$ cat src/rtl/fsk_codec_pkg.sv
// Shared types and helpers for the FSK tone encoder and decoder.
package fsk_codec_pkg;

  typedef enum logic [1:0] {
    ENC_IDLE = 2'd0,
    ENC_HIGH = 2'd1,
    ENC_LOW  = 2'd2
  } enc_state_t;

  typedef enum logic [1:0] {
    DEC_HUNT    = 2'd0,
    DEC_MEASURE = 2'd1,
    DEC_SKIP    = 2'd2
  } dec_state_t;

  // Tone half-period in clk cycles for symbol value s.
  function automatic int half_period(input int s, input int base_half, input int step_half);
    return base_half + s * step_half;
  endfunction

  function automatic int max2(input int a, input int b);
    return (a > b) ? a : b;
  endfunction

endpackage

$ cat src/rtl/fsk_period_meter.sv
// Receive front end: two-flop synchroniser, either-edge detect and a
// saturating count of cycles since the last detected edge.
module fsk_period_meter
  import fsk_codec_pkg::*;
#(
  parameter int CNT_W        = 7,
  parameter int IDLE_TIMEOUT = 64
) (
  input  logic             clk,
  input  logic             rst_n,
  input  logic             i_pulse,
  output logic             o_edge,
  output logic             o_rise,
  output logic [CNT_W-1:0] o_interval,
  output logic             o_timeout
);

  localparam logic [CNT_W-1:0] TIMEOUT_C = CNT_W'(IDLE_TIMEOUT);

  logic             r_sync1;
  logic             r_sync2;
  logic             r_prev;
  logic [CNT_W-1:0] r_cnt;
  logic             w_edge;

  assign w_edge     = r_sync2 ^ r_prev;
  assign o_edge     = w_edge;
  assign o_rise     = r_sync2 & ~r_prev;
  assign o_interval = r_cnt;
  assign o_timeout  = (r_cnt == TIMEOUT_C);

  // Synchronise, delay for edge compare, and restart the interval count on every edge.
  always_ff @(posedge clk) begin
    if (!rst_n) begin
      r_sync1 <= 1'b0;
      r_sync2 <= 1'b0;
      r_prev  <= 1'b0;
      r_cnt   <= '0;
    end else begin
      r_sync1 <= i_pulse;
      r_sync2 <= r_sync1;
      r_prev  <= r_sync2;
      if (w_edge) begin
        r_cnt <= CNT_W'(1);
      end else if (r_cnt != TIMEOUT_C) begin
        r_cnt <= r_cnt + CNT_W'(1);
      end else begin
        r_cnt <= r_cnt;
      end
    end
  end

endmodule

$ cat src/rtl/fsk_codec.sv
// FSK codec: square-wave tone encoder plus a half-period classifying decoder
// that reports one symbol per PERIODS tone periods.
module fsk_codec
  import fsk_codec_pkg::*;
#(
  parameter int SYM_BITS     = 2,
  parameter int BASE_HALF    = 8,
  parameter int STEP_HALF    = 4,
  parameter int PERIODS      = 4,
  parameter int TOL          = 1,
  parameter int IDLE_TIMEOUT = 64
) (
  input  logic                clk,
  input  logic                rst_n,
  input  logic                ena,
  input  logic [SYM_BITS-1:0] tx_data,
  input  logic                tx_valid,
  output logic                tx_ready,
  output logic                tone_out,
  input  logic                pulse_in,
  output logic [SYM_BITS-1:0] rx_data,
  output logic                rx_valid,
  output logic                rx_err
);

  localparam int NSYM     = 2 ** SYM_BITS;
  localparam int HALF_MAX = half_period(NSYM - 1, BASE_HALF, STEP_HALF);
  localparam int CNT_W    = $clog2(max2(IDLE_TIMEOUT, HALF_MAX + TOL) + 1);
  localparam int PER_W    = $clog2(PERIODS) + 1;
  localparam int RUN_W    = $clog2(2 * PERIODS) + 1;
  localparam logic [RUN_W-1:0] RUN_DONE = RUN_W'(2 * PERIODS - 1);
  localparam logic [PER_W-1:0] PER_LAST = PER_W'(PERIODS - 1);

  // ---------------- encoder ----------------
  enc_state_t       r_enc_state;
  logic             r_tone;
  logic             r_rdy_en;
  logic [CNT_W-1:0] r_half_cnt;
  logic [CNT_W-1:0] r_half_len;
  logic [PER_W-1:0] r_per_cnt;
  logic             w_xfer;
  logic             w_half_end;
  logic             w_last_per;

  assign tx_ready   = (r_enc_state == ENC_IDLE) & ena & r_rdy_en;
  assign w_xfer     = tx_valid & tx_ready;
  assign w_half_end = (r_half_cnt == r_half_len - CNT_W'(1));
  assign w_last_per = (r_per_cnt == PER_LAST);
  assign tone_out   = r_tone;

  // Encoder FSM: latch the symbol's half-period, then toggle for PERIODS full periods.
  always_ff @(posedge clk) begin
    if (!rst_n) begin
      r_enc_state <= ENC_IDLE;
      r_tone      <= 1'b0;
      r_rdy_en    <= 1'b0;
      r_half_cnt  <= '0;
      r_half_len  <= '0;
      r_per_cnt   <= '0;
    end else begin
      r_rdy_en <= 1'b1;
      if (!ena) begin
        r_enc_state <= ENC_IDLE;
        r_tone      <= 1'b0;
        r_half_cnt  <= '0;
        r_per_cnt   <= '0;
      end else begin
        case (r_enc_state)
          ENC_IDLE: begin
            if (w_xfer) begin
              r_enc_state <= ENC_HIGH;
              r_tone      <= 1'b1;
              r_half_cnt  <= '0;
              r_per_cnt   <= '0;
              r_half_len  <= CNT_W'(half_period(int'(tx_data), BASE_HALF, STEP_HALF));
            end else begin
              r_tone <= 1'b0;
            end
          end
          ENC_HIGH: begin
            if (w_half_end) begin
              r_enc_state <= ENC_LOW;
              r_tone      <= 1'b0;
              r_half_cnt  <= '0;
            end else begin
              r_half_cnt <= r_half_cnt + CNT_W'(1);
            end
          end
          ENC_LOW: begin
            if (w_half_end) begin
              r_half_cnt <= '0;
              if (w_last_per) begin
                r_enc_state <= ENC_IDLE;
                r_tone      <= 1'b0;
              end else begin
                r_enc_state <= ENC_HIGH;
                r_tone      <= 1'b1;
                r_per_cnt   <= r_per_cnt + PER_W'(1);
              end
            end else begin
              r_half_cnt <= r_half_cnt + CNT_W'(1);
            end
          end
          default: begin
            r_enc_state <= ENC_IDLE;
            r_tone      <= 1'b0;
          end
        endcase
      end
    end
  end

  // ---------------- decoder ----------------
  logic                w_edge;
  logic                w_rise;
  logic [CNT_W-1:0]    w_interval;
  logic                w_timeout;
  logic                w_match;
  logic [SYM_BITS-1:0] w_sym;
  logic [RUN_W-1:0]    w_run_nxt;

  dec_state_t          r_dec_state;
  logic [RUN_W-1:0]    r_run;
  logic [SYM_BITS-1:0] r_cand;
  logic [SYM_BITS-1:0] r_rx_data;
  logic                r_rx_valid;
  logic                r_rx_err;

  fsk_period_meter #(
    .CNT_W        (CNT_W),
    .IDLE_TIMEOUT (IDLE_TIMEOUT)
  ) u_meter (
    .clk        (clk),
    .rst_n      (rst_n),
    .i_pulse    (pulse_in),
    .o_edge     (w_edge),
    .o_rise     (w_rise),
    .o_interval (w_interval),
    .o_timeout  (w_timeout)
  );

  // Map the measured interval onto the symbol band it falls in, if any.
  always_comb begin
    w_match = 1'b0;
    w_sym   = '0;
    for (int s = 0; s < NSYM; s++) begin
      w_sym   = ((int'(w_interval) >= half_period(s, BASE_HALF, STEP_HALF) - TOL) &&
                 (int'(w_interval) <= half_period(s, BASE_HALF, STEP_HALF) + TOL)) ? SYM_BITS'(s) : w_sym;
      w_match = w_match |
                ((int'(w_interval) >= half_period(s, BASE_HALF, STEP_HALF) - TOL) &&
                 (int'(w_interval) <= half_period(s, BASE_HALF, STEP_HALF) + TOL));
    end
  end

  assign w_run_nxt = (w_sym == r_cand) ? (r_run + RUN_W'(1)) : RUN_W'(1);

  // Decoder FSM: a symbol is accepted once 2*PERIODS-1 consecutive intervals agree.
  always_ff @(posedge clk) begin
    if (!rst_n) begin
      r_dec_state <= DEC_HUNT;
      r_run       <= '0;
      r_cand      <= '0;
      r_rx_data   <= '0;
      r_rx_valid  <= 1'b0;
      r_rx_err    <= 1'b0;
    end else begin
      r_rx_valid <= 1'b0;
      r_rx_err   <= 1'b0;
      if (!ena) begin
        r_dec_state <= DEC_HUNT;
        r_run       <= '0;
      end else begin
        case (r_dec_state)
          DEC_HUNT: begin
            r_run <= '0;
            if (w_rise) begin
              r_dec_state <= DEC_MEASURE;
            end else begin
              r_dec_state <= DEC_HUNT;
            end
          end
          DEC_MEASURE: begin
            if (w_timeout) begin
              r_dec_state <= DEC_HUNT;
              r_run       <= '0;
            end else if (w_edge) begin
              if (!w_match) begin
                r_rx_err <= 1'b1;
                r_run    <= '0;
              end else if (w_run_nxt == RUN_DONE) begin
                r_rx_valid  <= 1'b1;
                r_rx_data   <= w_sym;
                r_cand      <= w_sym;
                r_run       <= '0;
                r_dec_state <= DEC_SKIP;
              end else begin
                r_cand <= w_sym;
                r_run  <= w_run_nxt;
              end
            end else begin
              r_run <= r_run;
            end
          end
          // The gap after a completed symbol is one idle cycle longer than a half-period; drop it.
          DEC_SKIP: begin
            if (w_timeout) begin
              r_dec_state <= DEC_HUNT;
              r_run       <= '0;
            end else if (w_edge) begin
              r_dec_state <= DEC_MEASURE;
            end else begin
              r_dec_state <= DEC_SKIP;
            end
          end
          default: begin
            r_dec_state <= DEC_HUNT;
            r_run       <= '0;
          end
        endcase
      end
    end
  end

  assign rx_data  = r_rx_data;
  assign rx_valid = r_rx_valid;
  assign rx_err   = r_rx_err;

endmodule

$ cat config.mk
export PLATFORM = sky130hd
export DESIGN_NAME = fsk_codec
export DESIGN_NICKNAME = d
export VERILOG_FILES = /design/src/rtl/fsk_codec_pkg.sv /design/src/rtl/fsk_period_meter.sv /design/src/rtl/fsk_codec.sv
export SDC_FILE = /design/constraint.sdc
export NUM_CORES = 1
export LEC_CHECK = 0
export ABC_AREA = 1
export ABC_CLOCK_PERIOD_IN_PS = 2800
export CORE_ASPECT_RATIO = 1.75
export CORE_MARGIN = 4
export CORE_UTILIZATION = 45
export DETAILED_ROUTE_END_ITERATION = 7
export HOLD_SLACK_MARGIN = 0.08
export SLEW_MARGIN = 40
export SYNTH_ARGS = -nofsm -noshare
export SYNTH_HDL_FRONTEND = slang
export SYNTH_SLANG_ARGS = --single-unit
export TNS_END_PERCENT = 30
$ cat constraint.sdc
create_clock -name clk -period 2.8 [get_ports clk]
set_input_delay 0.28 -clock clk [delete_from_list [all_inputs] [get_ports clk]]
set_output_delay 0.28 -clock clk [all_outputs]
set_load 0.005 [all_outputs]
==> metrics.md <==
| Metric | Value |
|---|---|
| Status | completed |
| Core Rows | 33 |
| Starting DRC count in detailed routing | 62 |
| Fill cells | 463 |
| Seq pwr share | 0.497 |
| Drt total wl | 4820 um |
| Fin crit period | 2.33 ns |
| TritonCTS clock tree | done |
| Hold_sp | u_meter.r_sync1 |
| RD Place Congestion | 0.855 |
| Die Width | 61.4 um |
| Clock Sinks | 39 |
| Post-CTS setup buffer count | 0 |
| Layout cells sized above 1 | 0.0952 |
| Net switching power | 0.291 mW |
| Fin. max-slew vios | 0 |
| Vias per cell | 5.10 |
| Hold/Removal Path Class | reg -> reg |
| Largest net degree at the start of global routing | 14 |
| #FFs+latches synth | 39 |
| VDD IR max | 0.469 mV |
| Post-CTS Resized | 0 |
| Slew headroom | 0.633 |
| CP arrival | 2.50 ns |
| Initial antenna violation count | 0 |
| Biggest area consumer among synthesized cells | dfxtp_1 |
| Final setup TNS | 0 ns |
| Crit. Startpoint | r_half_len[2] |
| Cts bufs inserted | 5 |
| Placed Cells incl. Taps | 381 |
| Global route total overflow | 0 |
| Mapped Cells | 318 |
| Starting density of the core | 0.473 |
| F_max | 0.430 GHz |
| Top cell type's share of synthesized area | 0.348 |
| Overall Global Routing Usage | 0.175 |
| Die Ht | 101 um |
| Final net count | 358 |
| Cell Pwr Density | 462 nW/um^2 |
| Max cap viols | 0 |
| Register area share after synthesis | 0.348 |
| Final Cycle Share | 0.831 |
| Number of port buffers | 12 |
| Die ar. | 6230 sq um |
| Core area | 4750 sq um |
| Ys Warns | 0 |
| Clock latency on the worst-skew pair | 0.29 ns |
| Critical path type | reg -> reg |
| Finished Cell Area | 2530 sq um |
| Crit-path max FO | 5 |
| Post-route DRC violation count | 0 |
| WL/cell | 12.4 um |
| Distinct cells, synth | 33 |
| Clock Skews | 0.00688 ns |
| Post-DP HPWL | 3840 um |
| Hold_ws | 0.423 ns |
| IO Pins | 13 |
| Switch share | 0.249 |
| Startpoint types | flip-flop |
| First-pass GRT wire length | 8140 um |
| Crit path required time | 2.97 ns |
| Mapped Nets | 340 |
| Worst Setup End Kind | flip-flop |
| Final setup violation count | 0 |
| Routed Antenna Nets | 0 |
| Syn Area/Cell | 7.06 sq um |
| Unrepaired setup endpoints after global routing | false |
| Dominant cells by area after synthesis | dfxtp_1 (35%), nand2_1 (9.7%), inv_1 (8.7%) |
| Least-Margin Pin Slew | 0.545 ns |
| CTS H-tree depth | 2 |
| 1st-pass router iterations | 4 |
| Finished Core Util | 0.533 |
| Antenna cell count | 0 |
| Final hold vios | 0 |
| Via count | 1978 |
| Number of global-route vias before repair | 1932 |
| Clock transition at path regs | 0.08 ns |
| CTS Buffer Depth | 2 |
| P&R area growth vs syn | 12.7% |
| Non-Filler Instances | 388 |
| CTS root buffer | clkbuf_8 |
| Hold_buf cts | 0 |
| Netlist Area Pre-Place | 2240 sq um |
| Total power | 1.17 mW |
| Logic gate share of total power | 0.108 |
| RR Startpoint | r_half_len[2] |
| Power share of the clock group | 0.396 |
| P_int | 0.877 mW |
| Place WS | 0.487 ns |
| Static leakage | 1.09 nW |
| Setup WS post-layout | 0.474 ns |
| Placed inst area | 2420 sq um |
routing by layer:
layer | GRT usage | vias to the layer above | wire length, um
met5 | 0 | - | 0
met2 | 0.334 | 42 | 2670
met3 | 0.0332 | 15 | 144
met4 | 0.0915 | 0 | 205
li1 | - | 1055 | -
met1 | 0.164 | 866 | 1790
critical path, stage by stage, from the launching register on:
cell and delay (ns):
dfxtp_1 0.35, inv_1 0.09, ha_1 0.20, ha_1 0.20, inv_1 0.06, nor2_1 0.03, nor3_1 0.19, o211ai_1 0.16
nor2_1 0.18, nor2_1 0.10, o21ai_0 0.46, or2_1 0.17, a31oi_1 0.04
final timing paths:
path | cells past startpoint | endpoint | slack (ns)
setup / recovery | 12 | r_half_cnt[6] | 0.47
hold / removal | 2 | u_meter.r_sync2 | 0.42
setup reg to reg | 12 | r_half_cnt[6] | 0.47
hold reg to reg | 2 | u_meter.r_sync2 | 0.42
power by group through the flow:
stage	sequential [mW]	combinational (mW)	clock, mW
2_1_floorplan	0.589	0.0891	0
3_3_place_gp	0.592	0.126	0
3_5_place_dp	0.593	0.127	0
4_1_cts	0.580	0.127	0.478
5_1_grt	0.582	0.145	0.497
6_report	0.580	0.126	0.462
placed cells by master, fill, tap and decap left out, types with 12 or more instances in the layout:
master           synthesis  layout
a21oi_1                 21      21
clkdlybuf4s50_1          0      12
dfxtp_1                 39      39
ha_1                    15      15
inv_1                   52      52
nand2_1                 58      58
nand3_1                 17      17
nor2_1                  44      44
o21ai_0                 13      13
flip-flops by register name, indices dropped and copies added (netlist names):
name / cells
u_meter.r_prev: 1
r_per_cnt: 3
r_run: 4
u_meter.o_interval: 7
r_enc_state: 2
r_dec_state: 2
rx_valid: 1
r_half_len: 3
r_half_cnt: 7
u_meter.r_sync1: 1
u_meter.r_sync2: 1
rx_data: 2
tone_out: 1
rx_err: 1
r_cand: 2
r_rdy_en: 1
synth_stat cells, drive strengths merged:
| master | instances |
|---|---|
| a211oi | 4 |
| a21oi | 21 |
| a31oi | 3 |
| buf | 2 |
| clkbuf | 1 |
| dfxtp | 39 |
| ha | 15 |
| inv | 54 |
| nand2 | 66 |
| nand3 | 18 |
| nand3b | 2 |
| nand4 | 7 |
| nor2 | 51 |
| nor3 | 6 |
| o211a | 1 |
| o211ai | 1 |
| o21a | 1 |
| o21ai | 15 |
| o22ai | 3 |
| or2 | 2 |
| xnor2 | 5 |
| xor2 | 1 |
cells by family (layout without fill, tap and decap cells):
family / count (synthesis) / count (layout) / synth area share
AOI/OAI and AO/OA: 49 / 49 / 0.125
xor gates and xnor gates: 6 / 6 / 0.0234
adders and majority gates: 15 / 15 / 0.0836
buffers and inverters: 57 / 75 / 0.100
DFF: 39 / 39 / 0.348
and+or+nand+nor: 152 / 152 / 0.320
area by class of cell:
type                    instances  area [sq um]  area share
well taps                      52          65.1      0.0257
multi-input cells             222          1240       0.490
inverters                      54           203      0.0802
repair buffers                 14           135      0.0534
clock buffers                   5          68.8      0.0272
clock inverters                 2          37.5      0.0148
flip-flops and latches         39           781       0.309
(Power assumes the default switching activity.)
